<file path="config.mk">
export PLATFORM = sky130hd
export DESIGN_NAME = gray_to_rgb_expander
export DESIGN_NICKNAME = d
export VERILOG_FILES = /design/src/rtl/gray_color_pkg.sv /design/src/rtl/gray_heat_map.sv /design/src/rtl/gray_to_rgb_expander.sv
export SDC_FILE = /design/constraint.sdc
export NUM_CORES = 1
export LEC_CHECK = 0
export ABC_AREA = 1
export CAP_MARGIN = 10
export CORE_ASPECT_RATIO = 1.75
export CORE_MARGIN = 3
export CORE_UTILIZATION = 45
export DETAILED_ROUTE_END_ITERATION = 8
export HOLD_SLACK_MARGIN = 0.1
export PLACE_DENSITY = 0.71
export SYNTH_ARGS = -nofsm -noshare
export SYNTH_HDL_FRONTEND = slang
export SYNTH_SLANG_ARGS = --single-unit
</file>
<file path="constraint.sdc">
create_clock -name clk -period 4.5 [get_ports clk]
set_clock_uncertainty 0.15 [all_clocks]
set_input_delay 1.125 -clock clk [delete_from_list [all_inputs] [get_ports clk]]
set_output_delay 1.125 -clock clk [all_outputs]
set_load 0.01 [all_outputs]
</file>
<file path="src/rtl/gray_color_pkg.sv">
// gray_color_pkg: shared widths, mode codes and heat-map segment codes
package gray_color_pkg;
    localparam int PIX_W = 8;
    localparam int CH_W  = 16;

    localparam logic MODE_GRAY = 1'b0;
    localparam logic MODE_HEAT = 1'b1;

    localparam logic [1:0] SEG_0 = 2'd0;
    localparam logic [1:0] SEG_1 = 2'd1;
    localparam logic [1:0] SEG_2 = 2'd2;
    localparam logic [1:0] SEG_3 = 2'd3;

    typedef logic [PIX_W-1:0] pix_t;
    typedef logic [CH_W-1:0]  ch_t;
endpackage

</file>
<file path="src/rtl/gray_heat_map.sv">
// gray_heat_map: combinational gray -> 8-bit RGB mapping (replicate or 4-segment heat map)
module gray_heat_map
    import gray_color_pkg::*;
(
    input  logic [PIX_W-1:0] g,
    input  logic             mode,
    output logic [PIX_W-1:0] c_r,
    output logic [PIX_W-1:0] c_g,
    output logic [PIX_W-1:0] c_b
);
    logic [1:0]       seg;
    logic [PIX_W-1:0] ramp;
    logic [PIX_W-1:0] down;

    always_comb begin
        seg  = g[7:6];
        ramp = {g[5:0], 2'b00};
        down = ~ramp;
        c_r  = (mode == MODE_GRAY) ? g : (seg == SEG_2) ? ramp : (seg == SEG_3) ? 8'hFF : 8'h00;
        c_g  = (mode == MODE_GRAY) ? g : (seg == SEG_0) ? ramp : (seg == SEG_3) ? down  : 8'hFF;
        c_b  = (mode == MODE_GRAY) ? g : (seg == SEG_0) ? 8'hFF : (seg == SEG_1) ? down  : 8'h00;
    end
endmodule

</file>
<file path="src/rtl/gray_to_rgb_expander.sv">
// gray_to_rgb_expander: 3-stage stallable pipeline expanding 8-bit gray to 16-bit RGB,
// with an output-side column counter that flags end-of-line.
module gray_to_rgb_expander
    import gray_color_pkg::*;
#(
    parameter int LINE_W = 640
) (
    input  logic             clk,
    input  logic             rst,
    input  logic [PIX_W-1:0] in_gray,
    input  logic             in_mode,
    input  logic             in_valid,
    output logic             in_ready,
    output logic [CH_W-1:0]  out_red,
    output logic [CH_W-1:0]  out_green,
    output logic [CH_W-1:0]  out_blue,
    output logic             out_valid,
    input  logic             out_ready,
    output logic             out_eol
);
    localparam int COL_W = $clog2(LINE_W);
    localparam logic [COL_W-1:0] LAST_COL = COL_W'(LINE_W - 1);

    logic             adv;
    logic             v1_q, v1_d, v2_q, v2_d, v3_q, v3_d;
    logic [PIX_W-1:0] g1_q, g1_d;
    logic             m1_q, m1_d;
    logic [PIX_W-1:0] r2_q, r2_d, gc2_q, gc2_d, b2_q, b2_d;
    logic [CH_W-1:0]  r3_q, r3_d, gc3_q, gc3_d, b3_q, b3_d;
    logic [COL_W-1:0] col_q, col_d;
    logic [PIX_W-1:0] c_r, c_g, c_b;

    gray_heat_map u_map (
        .g    (g1_q),
        .mode (m1_q),
        .c_r  (c_r),
        .c_g  (c_g),
        .c_b  (c_b)
    );

    assign adv       = ~v3_q | out_ready;
    assign in_ready  = adv;
    assign out_valid = v3_q;
    assign out_red   = r3_q;
    assign out_green = gc3_q;
    assign out_blue  = b3_q;
    assign out_eol   = v3_q & (col_q == LAST_COL);

    // Whole pipe shifts together; bubbles are carried, never squeezed out.
    always_comb begin
        v1_d  = adv ? in_valid : v1_q;
        g1_d  = adv ? in_gray : g1_q;
        m1_d  = adv ? in_mode : m1_q;
        v2_d  = adv ? v1_q : v2_q;
        r2_d  = adv ? c_r : r2_q;
        gc2_d = adv ? c_g : gc2_q;
        b2_d  = adv ? c_b : b2_q;
        v3_d  = adv ? v2_q : v3_q;
        r3_d  = adv ? {r2_q, r2_q} : r3_q;
        gc3_d = adv ? {gc2_q, gc2_q} : gc3_q;
        b3_d  = adv ? {b2_q, b2_q} : b3_q;
        col_d = !(v3_q && out_ready) ? col_q : (col_q == LAST_COL) ? '0 : col_q + COL_W'(1);
    end

    always_ff @(posedge clk or posedge rst) begin
        if (rst) begin
            v1_q  <= 1'b0;
            v2_q  <= 1'b0;
            v3_q  <= 1'b0;
            g1_q  <= '0;
            m1_q  <= 1'b0;
            r2_q  <= '0;
            gc2_q <= '0;
            b2_q  <= '0;
            r3_q  <= '0;
            gc3_q <= '0;
            b3_q  <= '0;
            col_q <= '0;
        end else begin
            v1_q  <= v1_d;
            v2_q  <= v2_d;
            v3_q  <= v3_d;
            g1_q  <= g1_d;
            m1_q  <= m1_d;
            r2_q  <= r2_d;
            gc2_q <= gc2_d;
            b2_q  <= b2_d;
            r3_q  <= r3_d;
            gc3_q <= gc3_d;
            b3_q  <= b3_d;
            col_q <= col_d;
        end
    end
endmodule

</file>
* Yosys cells after proc, flatten, opt, wreduce, memory -nomap -nowiden
Index checks and enable logic that the tools add are counted.
** Storage, ports and cells
- Register bits :: 94
- Output and inout port bits :: 51
- Input bits :: 13
** Cells by class
- Eq/ne operators :: 4
- Mux-type cells :: 10
- $add $sub $neg :: 1
- Reductions and logical operators :: 2
- Bitwise logic cells :: 4
** Operators by type and width (number)
- 8-bit two-way mux :: 9
- 10-bit by 1-bit adder with 10-bit output (second input constant) :: 1
- 10-bit equality test (second input constant) :: 1
- 10-bit two-way mux :: 1
- 8-bit inverter :: 1
- 2-bit equality test (second input constant) :: 2
- 2-bit by 1-bit equality test with 1-bit output (second input constant) :: 1
- 2-bit logical NOT :: 1
- 1-bit bitwise AND :: 1
- 1-bit logical AND :: 1
- 1-bit inverter :: 1
- 1-bit bitwise OR :: 1

* Longest topological paths before layout
Gate-level depths: netlist of the first run.
- Depth in word-level cells :: 4
- Depth in mapped cells :: 7

* Modules after synthesis
From an unflattened synthesis of the first run, not the netlist that was laid out.
** Second synthesis, totals
- Cell total of the unflattened synthesis :: 358
- Area, all modules :: 3344.5 sq um
** Modules (own cells, without submodules)
- gray_to_rgb_expander :: area an instance 2962.8 sq um, cells each 276, times used 1, sequential area each 1751.7 sq um
- gray_heat_map :: area an instance 381.6 sq um, cells each 82, times used 1, sequential area each 0.0 sq um

* Least setup slack after synthesis of the first run
Ideal clock, no wire load.
- Kind :: input to output
- Start :: input port out_ready
- End :: output port in_ready
- Slack :: 1748 ps
- Path buffers :: 1
- Required time :: 3225 ps
- Arrival :: 1477 ps
- Stages :: 3
- Cells stage by stage :: inv_1 -> nand2_2 -> buf_2
** Between the ends
- Word-level cells in the longest chain between the ends :: 1
** Ends and longest elaborated chain
- start: declaration :: RTL line gray_to_rgb_expander.sv:18 : input logic out_ready,
- 1-bit bitwise OR :: RTL line gray_to_rgb_expander.sv:41 : assign adv = ~v3_q | out_ready;
- end: declaration :: RTL line gray_to_rgb_expander.sv:13 : output logic in_ready,
Every way passes these cells.

* Final worst setup path of the first run
Same ends and word-level chain as after synthesis.

==> results of run 1 <==
==> final cells by class <==
| cell class | count | area [sq um] |
|---|---|---|
| clock inverters | 1 | 5.00 |
| multi-input cells | 208 | 968 |
| flip-flops and latches | 70 | 1750 |
| inverters | 50 | 188 |
| well taps | 82 | 103 |
| fillers | 594 | 2740 |
| clock buffers | 13 | 270 |
| repair buffers | 65 | 658 |
==> path summary, 6_finish.rpt <==
kind                                 from           end  slack [ns]  cells after the start
worst min register to register       v2_q     out_valid        0.29                      2
max in group asynchronous             rst    out_red[9]        2.48                      3
min in group asynchronous             rst  out_green[7]        1.09                      2
worst max register to register  out_valid      gc2_q[1]        2.53                      4
worst max-delay path            out_ready      in_ready        0.95                      4
worst min-delay path                 v2_q     out_valid        0.29                      2
==> state kept, by name, indices dropped and copies added, names as in the netlist, 8 cells and up <==
signal,flops
out_green,8
g1_q,8
out_red,8
col_q,10
b2_q,8
gc2_q,8
out_blue,8
r2_q,8
==> report_power, final <==
group | internal (mW) | leakage (nW) | switching, mW
Combinational | 0.536 | 0.955 | 0.516
Sequential | 0.892 | 0.834 | 0.173
Clock | 0.410 | 0.138 | 0.227
==> metrics by stage <==
stage | total power [mW] | utilization | worst slack [ns] | std cells | hold WS, ns
after CTS | 2.79 | 0.590 | 0.940 | 489 | 0.296
after floorplan | 1.70 | - | 1.46 | 365 | 0.270
final | 2.76 | 0.590 | 0.954 | 489 | 0.294
after detailed placement | 2.14 | 0.549 | 0.941 | 475 | 0.282
after global routing | 2.95 | 0.590 | 0.881 | 489 | 0.313
after global placement | 2.10 | 0.549 | 0.960 | 475 | 0.281
==> Yosys cell counts (all sizes together) <==
cell	number	area, sq um
a21oi	15	75.1
a22oi	9	67.6
nand3	8	40.0
nand4	2	12.5
o22ai	1	6.26
xor2	5	43.8
o21ai	44	220
xnor2	1	8.76
a2bb2oi	1	8.76
o211ai	1	7.51
clkbuf	1	3.75
buf	36	248
dfrtp	70	1750
nor2	24	92.6
a31oi	3	18.8
ha	1	12.5
inv	50	188
nand2	93	354
==> kinds of logic after synthesis <==
group,share of synthesized area
buffers and inverters,0.139
XOR/XNOR,0.0166
flip-flops,0.554
AND/OR/NAND/NOR,0.158
adder cells (fa/ha/maj),0.00396
AO/OA/AOI/OAI,0.128
==> critical path: cells and delay by family <==
family                 cells  cell delay (ns)
buffers and inverters      3             1.09
AND/OR/NAND/NOR            1             0.06
==> routing by layer <==
metal / routed length (microns) / part of all wire / GRT usage
met5: 0 / 0 / 0
met4: 125 / 0.020 / 0.111
met3: 193 / 0.030 / 0.0291
met2: 3590 / 0.57 / 0.290
met1: 2420 / 0.38 / 0.186
==> metrics.txt, run 1 <==
post-synthesis sequential area ratio 0.554; area delta synth->final 24.8%; Warnings, synthesis 0; PwrDens 699 nW/um^2; CP arrival 2.27 ns; setup repair after global routing missed its margin no; CTS HTree Levels 3; Max clock buf depth 2; Avg WL per Cell 12.9 microns; VDD IR max 0.331 mV; vias in the first global route 2346; min cycle time layout 3.55 ns; Clock Latency Late Sink 0.31 ns; placed inst area 3670 sq um; # DRC 0; layout cells sized above 1 0.0590; post-cts repair resize count 0; CP max stage delay 0.53 ns; Yosys reg bits 70; Starting DRT DRC Count 144; syn_nets 379; CP Cell Sequence clkdlybuf4s50_1, inv_1, nand2_2, clkdlybuf4s50_1; library cells used by synthesis 23; Crit. End Element output pin; Placer Congestion 0.864; HPWL Detailed 4600 microns; Mean Syn Cell Area 8.66 sq um; Antenna Nets Post-Route 0; number of max-cap violations 0; First-pass DRT Iterations 4; Starting Density 0.473; # port buffers between 60 and 70; total track usage 0.166; # hold bufs at CTS 0; Max Clk Rate 282 MHz; most frequent cells in the layout 91 x nand2_1, 70 x dfrtp_1, 63 x clkdlybuf4s50_1; Num CTS Buffers 9; Top cell by count, worst path clkdlybuf4s50_1; fin. max-slew vios 0; commonest non-fill, non-tap cell in the layout nand2_1; Final Hold Fails 0; IO Count 64; run status complete, no violations; worst slew pin tran 0.858 ns; worst hold path type reg -> reg; Setup CP Type in -> out; Req. time, crit path about 3.2 ns; CTS root buf clkbuf_16; Inserted Diodes 0; Setup TNS Final 0 ns; Rel. slew slack 0.427; post-synthesis cell area roughly 3200 sq um; largest net degree at the start of global routing 62; Detailed Route WL roughly 6300 microns; Post-CTS Setup Bufs 0; std cell rows 39; Die Wd ~70 microns; die height 117 microns; cell area after layout 3940 sq um; Critical-path top delay cell clkdlybuf4s50_1; DR vias about 2400; die area around 8000 sq um; Mapped Cells around 370; vias per cell 4.93; Core ar. 6690 sq um; # clock sinks 70; TritonCTS clock tree done; Setup Viol. Count Final 0; Worst-path clk slew 0.05 ns; CP Max Fanout 2; first-pass GRT wire length 10600 microns; initial antenna violation count 0; Nets around 420; Critical Path Source Type input pin; fin crit share 0.788; grt total ovfl 0; LEAKAGE just under 2 nW
Power figures use the tool's default switching activity.
==> inputs of run 2 (changes only) <==
Settings changed: PLACE_DENSITY 0.71 to 0.74.
Clock period 4.5 ns to 3.2 ns, I/O delays scaled along.
==> run 2 against run 1 <==
  * Total power grew 47%
  * Combinational power increased by 41%
  * Wire length grew 2.5%
  * Critical path depth increased by 2
  * Die area stayed put
  * Design area up 1.3%
  * Largest cell class unchanged
  * Largest power group unchanged
  * Highest routed layer unchanged
==> metrics.txt, run 2 (same netlist as run 1, synthesis figures left out) <==
area delta synth->final 26.4%; grt total ovfl 0 (unchanged); Req. time, crit path 2.25 ns (-0.97 ns); GRT Max-Usage Layer met2; Max clock buf depth 2 (unchanged); Critical Path Source Type register; Worst-path clk slew 0.05 ns (about the same); worst slew pin tran 0.834 ns (-0.0245 ns); run status complete, no violations; TritonCTS clock tree done; Post-CTS Setup Bufs 0 (unchanged); hold path start gc2_q[7]; post-cts repair resize count 0 (unchanged); placed inst area 3670 sq um (unchanged); Num CTS Buffers 9 (unchanged); # DRC 0 (unchanged); DR vias 2426 (+0.66%); met2 Resource Use GR 0.297 (+0.00702); worst hold margin 0.323 ns (+0.0291 ns); Starting Density 0.473 (unchanged); setup repair after global routing missed its margin no; fin. max-slew vios 0 (unchanged); Largest Register col_q; Die Wd 69.3 microns (unchanged); Inserted Diodes 0 (unchanged); Starting DRT DRC Count 110 (-24%); HPWL Detailed 4490 microns (-2.4%); # port buffers 63 (unchanged); most frequent cells in the layout 91 x nand2_1, 70 x dfrtp_1, 63 x clkdlybuf4s50_1; Clock Latency Late Sink 0.33 ns (+0.02 ns); commonest non-fill, non-tap cell in the layout nand2_1; worst hold path type reg -> reg; CTS root buf clkbuf_16; first-pass GRT wire length 10700 microns (+1.2%); number of max-cap violations 0 (unchanged); Core ar. 6690 sq um (unchanged); min cycle time layout between 2 and 3 ns; # clock sinks 70 (unchanged); CP Max Fanout 3 (+1); total track usage 0.169 (+0.00296); Max Clk Rate 345 MHz; Setup Viol. Count Final 0 (unchanged); Final Hold Fails 0 (unchanged); # hold bufs at CTS 0 (unchanged); First-pass DRT Iterations 4 (unchanged); CTS HTree Levels 3 (unchanged); std cell rows 39 (unchanged); Placer Congestion 0.799 (-7.5%); Antenna Nets Post-Route 0 (unchanged); Crit. End Element output pin; Rel. slew slack 0.443 (+0.0164); layout cells sized above 1 0.0636 (+0.00460); beginning of the critical path col_q[1]; Detailed Route WL 6490 microns (+2.5%); fin crit share 0.906; Reg2Reg Launch Point out_valid; Setup CP Type reg -> out; cell area after layout 3990 sq um (+1.3%); CP arrival 1.95 ns (-0.32 ns); vias in the first global route 2358 (+0.51%); IO Count 64 (unchanged); Nets 418 (unchanged); largest net degree at the start of global routing 65 (+4.8%); max reg flops 10 (unchanged); LEAKAGE 1.94 nW (+0.54%); GR Util met1 0.184 (-0.00275); Setup TNS Final 0 ns (unchanged); die area 8100 sq um (unchanged); die height 117 microns (unchanged); Avg WL per Cell 13.2 microns (+2.1%); initial antenna violation count 0 (unchanged); vias per cell 4.94 (+0.25%); PwrDens 1010 nW/um^2 (+45%); routing usage on met3 0.0453 (+0.0162); VDD IR max 0.495 mV (+49%)
-- run 2: cell types whose count changed in the layout (fill, tap and decap cells not counted) --
cell        delta
bufinv_16      +2
clkbuf_8       -2
clkinv_2       -1
clkinvlp_4     +3
-- run 2: layer usage --
metal | part of all wire | wire length (microns)
met5 | 0 | 0
met4 | 0.041 | 266
met3 | 0.038 | 244
met2 | 0.52 | 3380
met1 | 0.40 | 2590
-- run 2: where the power goes --
group | leakage, nW | internal [mW] | switching (mW)
combinational | 0.955 | 0.753 | 0.727
clock | 0.148 | 0.703 | 0.361
sequential | 0.834 | 1.25 | 0.246
total | 1.94 | 2.71 | 1.33
-- run 2: final timing paths --
path | slack (ns) | depth (start not counted) | endpoint
max | 0.30 | 6 | out_eol
min reg2reg | 0.32 | 2 | out_green[7]
max in group asynchronous | 1.81 | 3 | g1_q[2]
min in group asynchronous | 0.53 | 2 | out_valid
max reg2reg | 1.24 | 4 | r2_q[0]
min | 0.32 | 2 | out_green[7]
-- run 2: critical path, stage by stage (launching register included) --
cell,delay (ns)
dfrtp_1,0.37
ha_1,0.18
nand3_1,0.10
nor2_1,0.19
nand2_1,0.13
nor2_1,0.10
clkdlybuf4s50_1,0.54
-- run 2: area by class of cell --
cell class              count  area, sq um
well taps                  82          103
clock buffers              11          243
clock inverters             5         82.6
fillers                   606         2690
flip-flops and latches     70         1750
multi-input cells         208          968
inverters                  50          188
repair buffers             65          658
-- run 2: stage by stage --
| stage | setup WS, ns | cells | utilization | total power, mW |
|---|---|---|---|---|
| CTS | 0.292 | 491 | 0.597 | 4.10 |
| global placement | 0.311 | 475 | 0.549 | 2.96 |
| finish | 0.301 | 491 | 0.597 | 4.04 |
| floorplan | 0.482 | 365 | - | 2.39 |
| detailed placement | 0.301 | 475 | 0.549 | 3.01 |
| global route | 0.125 | 491 | 0.597 | 4.31 |
==> inputs of run 3 (changes only) <==
Settings changed: CORE_UTILIZATION 45 to 46, PLACE_DENSITY 0.74 to 0.76.
==> run 3 against run 2 <==
  * Design area fell by 1.2%
  * Critical endpoint is now in_ready
  * Register-to-register slack improved by 0.25 ns
  * Largest cell class unchanged
  * Flip-flop and latch count did not move
  * Core utilization rose by 0.14 points
  * Combinational power barely moved
==> metrics.txt, run 3 (same netlist as run 1, synthesis figures left out) <==
run status complete, no violations; Nets 419 (+0.24%); Detailed Route WL 6430 microns (-0.91%); Req. time, crit path 2.25 ns (about the same); Critical-path top delay cell clkdlybuf4s50_1; Die Wd 68.6 microns (-1.0%); # DRC 0 (unchanged); TritonCTS clock tree done; Final Non-Filler Cells 491 (unchanged); Num CTS Buffers 9 (unchanged); hold-critical path depth 2 (unchanged); die area 7940 sq um (-2.0%); Inserted Diodes 0 (unchanged); Setup CP Type in -> out; Largest Register col_q; worst r2r path cells 3 (-1); # port buffers 63 (unchanged); setup ws final 0.291 ns (-0.0102 ns); fin crit share 0.909 (+0.00319); most frequent cells in the layout 91 x nand2_1, 70 x dfrtp_1, 63 x clkdlybuf4s50_1; vias in the first global route 2371 (+0.55%); Sequential Power Share 0.386 (+0.015); Antenna Nets Post-Route 0 (unchanged); max reg flops 10 (unchanged); Placement Setup Slack 0.285 ns (-0.0160 ns); commonest non-fill, non-tap cell in the layout nand2_1; Overall Power 3.88 mW (-4.1%); CTS HTree Levels 3 (unchanged); clock share of power 0.230 (-0.033); VDD IR max 0.376 mV (-24%); vias per cell 4.97 (+0.54%); DR vias 2439 (+0.54%); grt total ovfl 0 (unchanged); Crit. End Element output pin; Critical Path Source Type input pin; worst hold path type reg -> reg; Switching Share 0.337 (+0.00754); family with the most delay on the worst path buffers and inverters; worst slew pin tran 0.873 ns (+0.0397 ns); CP Max Fanout 3 (unchanged); layout cells sized above 1 0.0587 (-0.00489); # clock sinks 70 (unchanged); number of max-cap violations 0 (unchanged); PwrDens 983 nW/um^2 (-2.9%); Switch Pwr 1.31 mW (-1.9%); Rel. slew slack 0.417 (-0.0265); P_int 2.57 mW (-5.1%); combinational share of power 0.384 (+0.018); IO Count 64 (unchanged); Worst path depth 4 (-2); Setup Viol. Count Final 0 (unchanged); std cell rows 39 (unchanged); Clock Latency Late Sink 0.33 ns (about the same); CP Cell Sequence clkdlybuf4s50_1, inv_1, nand2_2, clkdlybuf4s50_1; die height 116 microns (-1.0%); Starting Density 0.480 (+0.00700); area delta synth->final 24.9%; initial antenna violation count 0 (unchanged); placed cells 476 (+0.21%); Core ar. 6590 sq um (-1.5%); first-pass GRT wire length 10800 microns (+0.38%); # hold bufs at CTS 0 (unchanged); WP buf/inv 3 (+2); Avg WL per Cell 13.1 microns (-0.91%); min cycle time layout 2.91 ns (+0.0102 ns); CP arrival 1.96 ns (about the same); CTS root buf clkbuf_16; Starting DRT DRC Count 128 (+16%); setup repair after global routing missed its margin no; largest net degree at the start of global routing 62 (-4.6%); Top cell by count, worst path clkdlybuf4s50_1; First-pass DRT Iterations 4 (unchanged); HPWL Detailed 4610 microns (+2.7%); Max clock buf depth 2 (unchanged); fin. max-slew vios 0 (unchanged); Worst-path clk slew 0.05 ns (about the same); Final Hold Fails 0 (unchanged); CP max stage delay 0.54 ns (about the same); Max Clk Rate 344 MHz (-0.35%); Setup TNS Final 0 ns (unchanged); total track usage 0.184 (+0.0145); post-cts repair resize count 0 (unchanged); Post-CTS Setup Bufs 0 (unchanged); Placer Congestion 0.814 (+1.9%); LEAKAGE 1.93 nW (-0.54%)
[run 3: cell types whose count changed in the layout (fill, tap and decap cells not counted)]
cell,previous run,this run
buf_4,1,2
clkinv_2,0,1
bufinv_16,2,0
clkbuf_1,1,3
clkbuf_8,1,2
clkinvlp_4,3,0
[run 3: power groups by stage]
stage / logic, mW / registers (mW) / clock network [mW]
after floorplan: 0.871 / 1.52 / 0
after global placement: 1.46 / 1.49 / 0
after detailed placement: 1.50 / 1.51 / 0
after CTS: 1.51 / 1.50 / 0.913
after global routing: 1.66 / 1.54 / 0.948
final: 1.49 / 1.50 / 0.893
[run 3: per-stage QoR]
step,util,cell area (sq um),hold WS [ns]
floorplan,-,3160,0.270
global placement,0.558,3680,0.282
detailed placement,0.558,3680,0.309
CTS,0.599,3950,0.317
global route,0.599,3950,0.332
finish,0.599,3950,0.312
[run 3: worst register-to-register path: stages, from the launching register on]
cell	delay (ns)
dfrtp_1	0.42
nand2_2	0.10
inv_2	0.63
a22oi_1	0.25
[run 3: layer usage]
metal | track usage | share of wire | vias up
li1 | - | - | 1203
met1 | 0.195 | 0.37 | 1175
met2 | 0.324 | 0.57 | 49
met3 | 0.0495 | 0.030 | 12
met4 | 0.0876 | 0.029 | 0
met5 | 0 | 0 | -
[run 3: layout make-up]
| class | instances | area, sq um |
|---|---|---|
| Clock buffer | 14 | 264 |
| Clock inverter | 1 | 5.00 |
| Fill cell | 597 | 2640 |
| Inverter | 50 | 188 |
| Multi-Input combinational cell | 208 | 968 |
| Sequential cell | 70 | 1750 |
| Tap cell | 82 | 103 |
| Timing Repair Buffer | 66 | 666 |
[run 3: path summary, 6_finish.rpt]
check	endpoint	slack (ns)	start
min in group asynchronous	v1_q	0.75	rst
hold reg to reg	out_valid	0.31	v2_q
max in group asynchronous	out_blue[12]	1.44	rst
setup reg to reg	b2_q[0]	1.49	out_valid
hold / removal	out_valid	0.31	v2_q
setup / recovery	in_ready	0.29	out_ready
==> patch, RTL diff (flow settings as in run 2) <==
Reset style: synchronous (`rst`), changed in one clocked block.
--- a/src/rtl/gray_to_rgb_expander.sv
+++ b/src/rtl/gray_to_rgb_expander.sv
@@ -63,5 +63,5 @@
     end
 
-    always_ff @(posedge clk or posedge rst) begin
+    always_ff @(posedge clk) begin
         if (rst) begin
             v1_q  <= 1'b0;
Formal check against the unedited RTL: differs if rst is asserted again (counterexample within 4 cycles, from zero or initial values and one cycle with rst high); with rst held inactive, the same outputs for 10 cycles.
==> patch against run 2 <==
  * Sequential share of layout area decreased by 5.4 points
  * Worst setup slack got worse by 64 ps
  * Sequential cell count unchanged
  * Die area decreased by 4.9%
  * Area after synthesis decreased by 5.2%
  * Design area decreased by 8.9%
  * Wire length decreased by 0.77%
  * Highest routed layer unchanged
Power is not compared: it rests on default switching activity, and its combinational part moved more than twofold at a synthesized area within 25%.
==> patch: results (changes against run 2) <==
Setup path
  • CP arrival: 2010 ps (+60 ps)
  • Worst path max stage delay: 540 ps (about the same)
  • Critical path peak fanout: 2 (-1)
  • Cell with the largest stage delay on the worst path: clkdlybuf4s50_1
  • CP top delay family: buffers and inverters

Global route
  • First-pass GRT wire length: 10.8 mm (+0.90%)
  • Largest net degree at the start of global routing: 64 (-1.5%)
  • Vias in the first global route: 2,410 (+2.2%)
  • Global-route usage over all layers: 18.1% (+1.2 points)
  • Initial antenna violation count: 0 (unchanged)

Final layout
  • Syn-to-layout area delta: 21.6%
  • Ant diodes: 0 (unchanged)
  • Fill count: 596 (-1.7%)
  • Layout cells sized above 1: 6.32% (-0.034 points)
  • Register with the most flip-flops: col_q
  • Total Nets Final: 437 (+4.5%)
  • Max reg flops: 10 (unchanged)

Yosys
  • Warnings, synthesis: 0 (unchanged)
  • Synth top cells by count: dfxtp_1 (70), o21ai_0 (68), nor2_1 (62)
  • Synth Net Count: 405 (+6.9%)
  • Post-synthesis cell type count: 30 (+30%)
  • Register area share after synthesis: 46.8% (-8.6 points)
  • Asr flop ratio synth: 0% (-100 points)
  • Synth area leaders: dfxtp_1 (47%), o21ai_0 (11%), nor2_1 (7.8%)
  • Avg Inst Size Synth: 7.66 µm² (-12%)

Routing
  • Post-Route WL: 6.44 mm (-0.77%)
  • Vias: 2,554 (+5.3%)
  • DR iter-0 viols: 126 (+15%)
  • TritonRoute pass-1 iters: 4 (unchanged)
  • DR WL/cell: 12.7 µm (-3.9%)

Clock tree
  • Inserted Clock Buffers: 9 (unchanged)
  • # Post-CTS Setup Buffers: 0 (unchanged)
  • Clock tree buffer depth: 2 (unchanged)
  • Htree depth: 3 (unchanged)
  • Clock transition at the registers of the reported paths: around 60 ps
  • Post_cts resized: 0 (unchanged)
  • Root Buffer Master: clkbuf_8
  • Clk_lat worst skew: 330 ps (about the same)

STA
  • Worst Tran Pin Value: 536 ps (-297 ps)
  • Final setup violation count: 0 (unchanged)

Place
  • Post-Place Cells: 492 (+3.6%)
  • DPL Wire Length: 4.52 mm (+0.88%)
  • Placed Instance Area: 3460 µm² (-5.8%)
  • Input/output buffers: 63 (unchanged)
  • Dpl ws: 243 ps (-57.9 ps)
  • Gp weighted congestion: 0.802 (+0.43%)

Power
  • Internal: between 1000 and 1500 µW
  • LEAKAGE: about 0.0014 µW
  • VDD IR max: between 300 and 400 µV
  • Sequential Power Share: ~52%
  • Clock share of power: a little over a third
  • Comb. pwr: about 240 µW

Outcome
  • Status: finished, final reports clean

Worst hold path
  • Worst Hold Class: reg2reg
[patch: cell count changes in the layout (fill, tap and decap cells not counted), moves of 16 or more]
cell / change
dfrtp_1: -70
dfxtp_1: +70
nand2_1: -54
nor2_1: +39
a21oi_1: +26
o21ai_0: +25
inv_1: -16
[patch: layer usage]
metal,wire length (µm),GRT usage (%),share of wire (%)
met1,2670,21.3,41
met2,3390,30.8,53
met3,255,3.74,4.0
met4,121,7.59,1.9
met5,0,0,0
[patch: cell type report]
cell class,count,share of cell area (%)
Clock buffer,14,4.19
Clock inverter,1,0.825
Inverter,32,3.37
Multi-Input combinational cell,245,32.3
Sequential cell,70,38.5
Tap cell,80,2.75
Timing Repair Buffer,65,18.1
[patch: worst paths after layout]
check / start / endpoint / slack (ps) / depth (start not counted)
worst min register to register: v2_q / v2_q / 320 / 2
worst min-delay path: v2_q / v2_q / 320 / 2
worst max-delay path: out_ready / in_ready / 240 / 4
worst max register to register: out_valid / g1_q[0] / 1370 / 5
[patch: worst reg2reg max path, cell delays in order (launching register included)]
cell     delay (ps)
dfxtp_1         380
nand2_4         110
buf_4           460
inv_4           300
o21ai_0         260
a21oi_1          50
[patch: logic make-up (layout without fill, tap and decap cells)]
| group | count (synthesis) | in the layout | synth area share (%) |
|---|---|---|---|
| flip-flops | 70 | 70 | 46.8 |
| AO/OA/AOI/OAI | 123 | 123 | 21.4 |
| XOR/XNOR | 1 | 1 | 0.293 |
| adder cells (fa/ha/maj) | 1 | 1 | 0.418 |
| buffers and inverters | 76 | 112 | 14.0 |
| AND/OR/NAND/NOR | 120 | 120 | 17.1 |
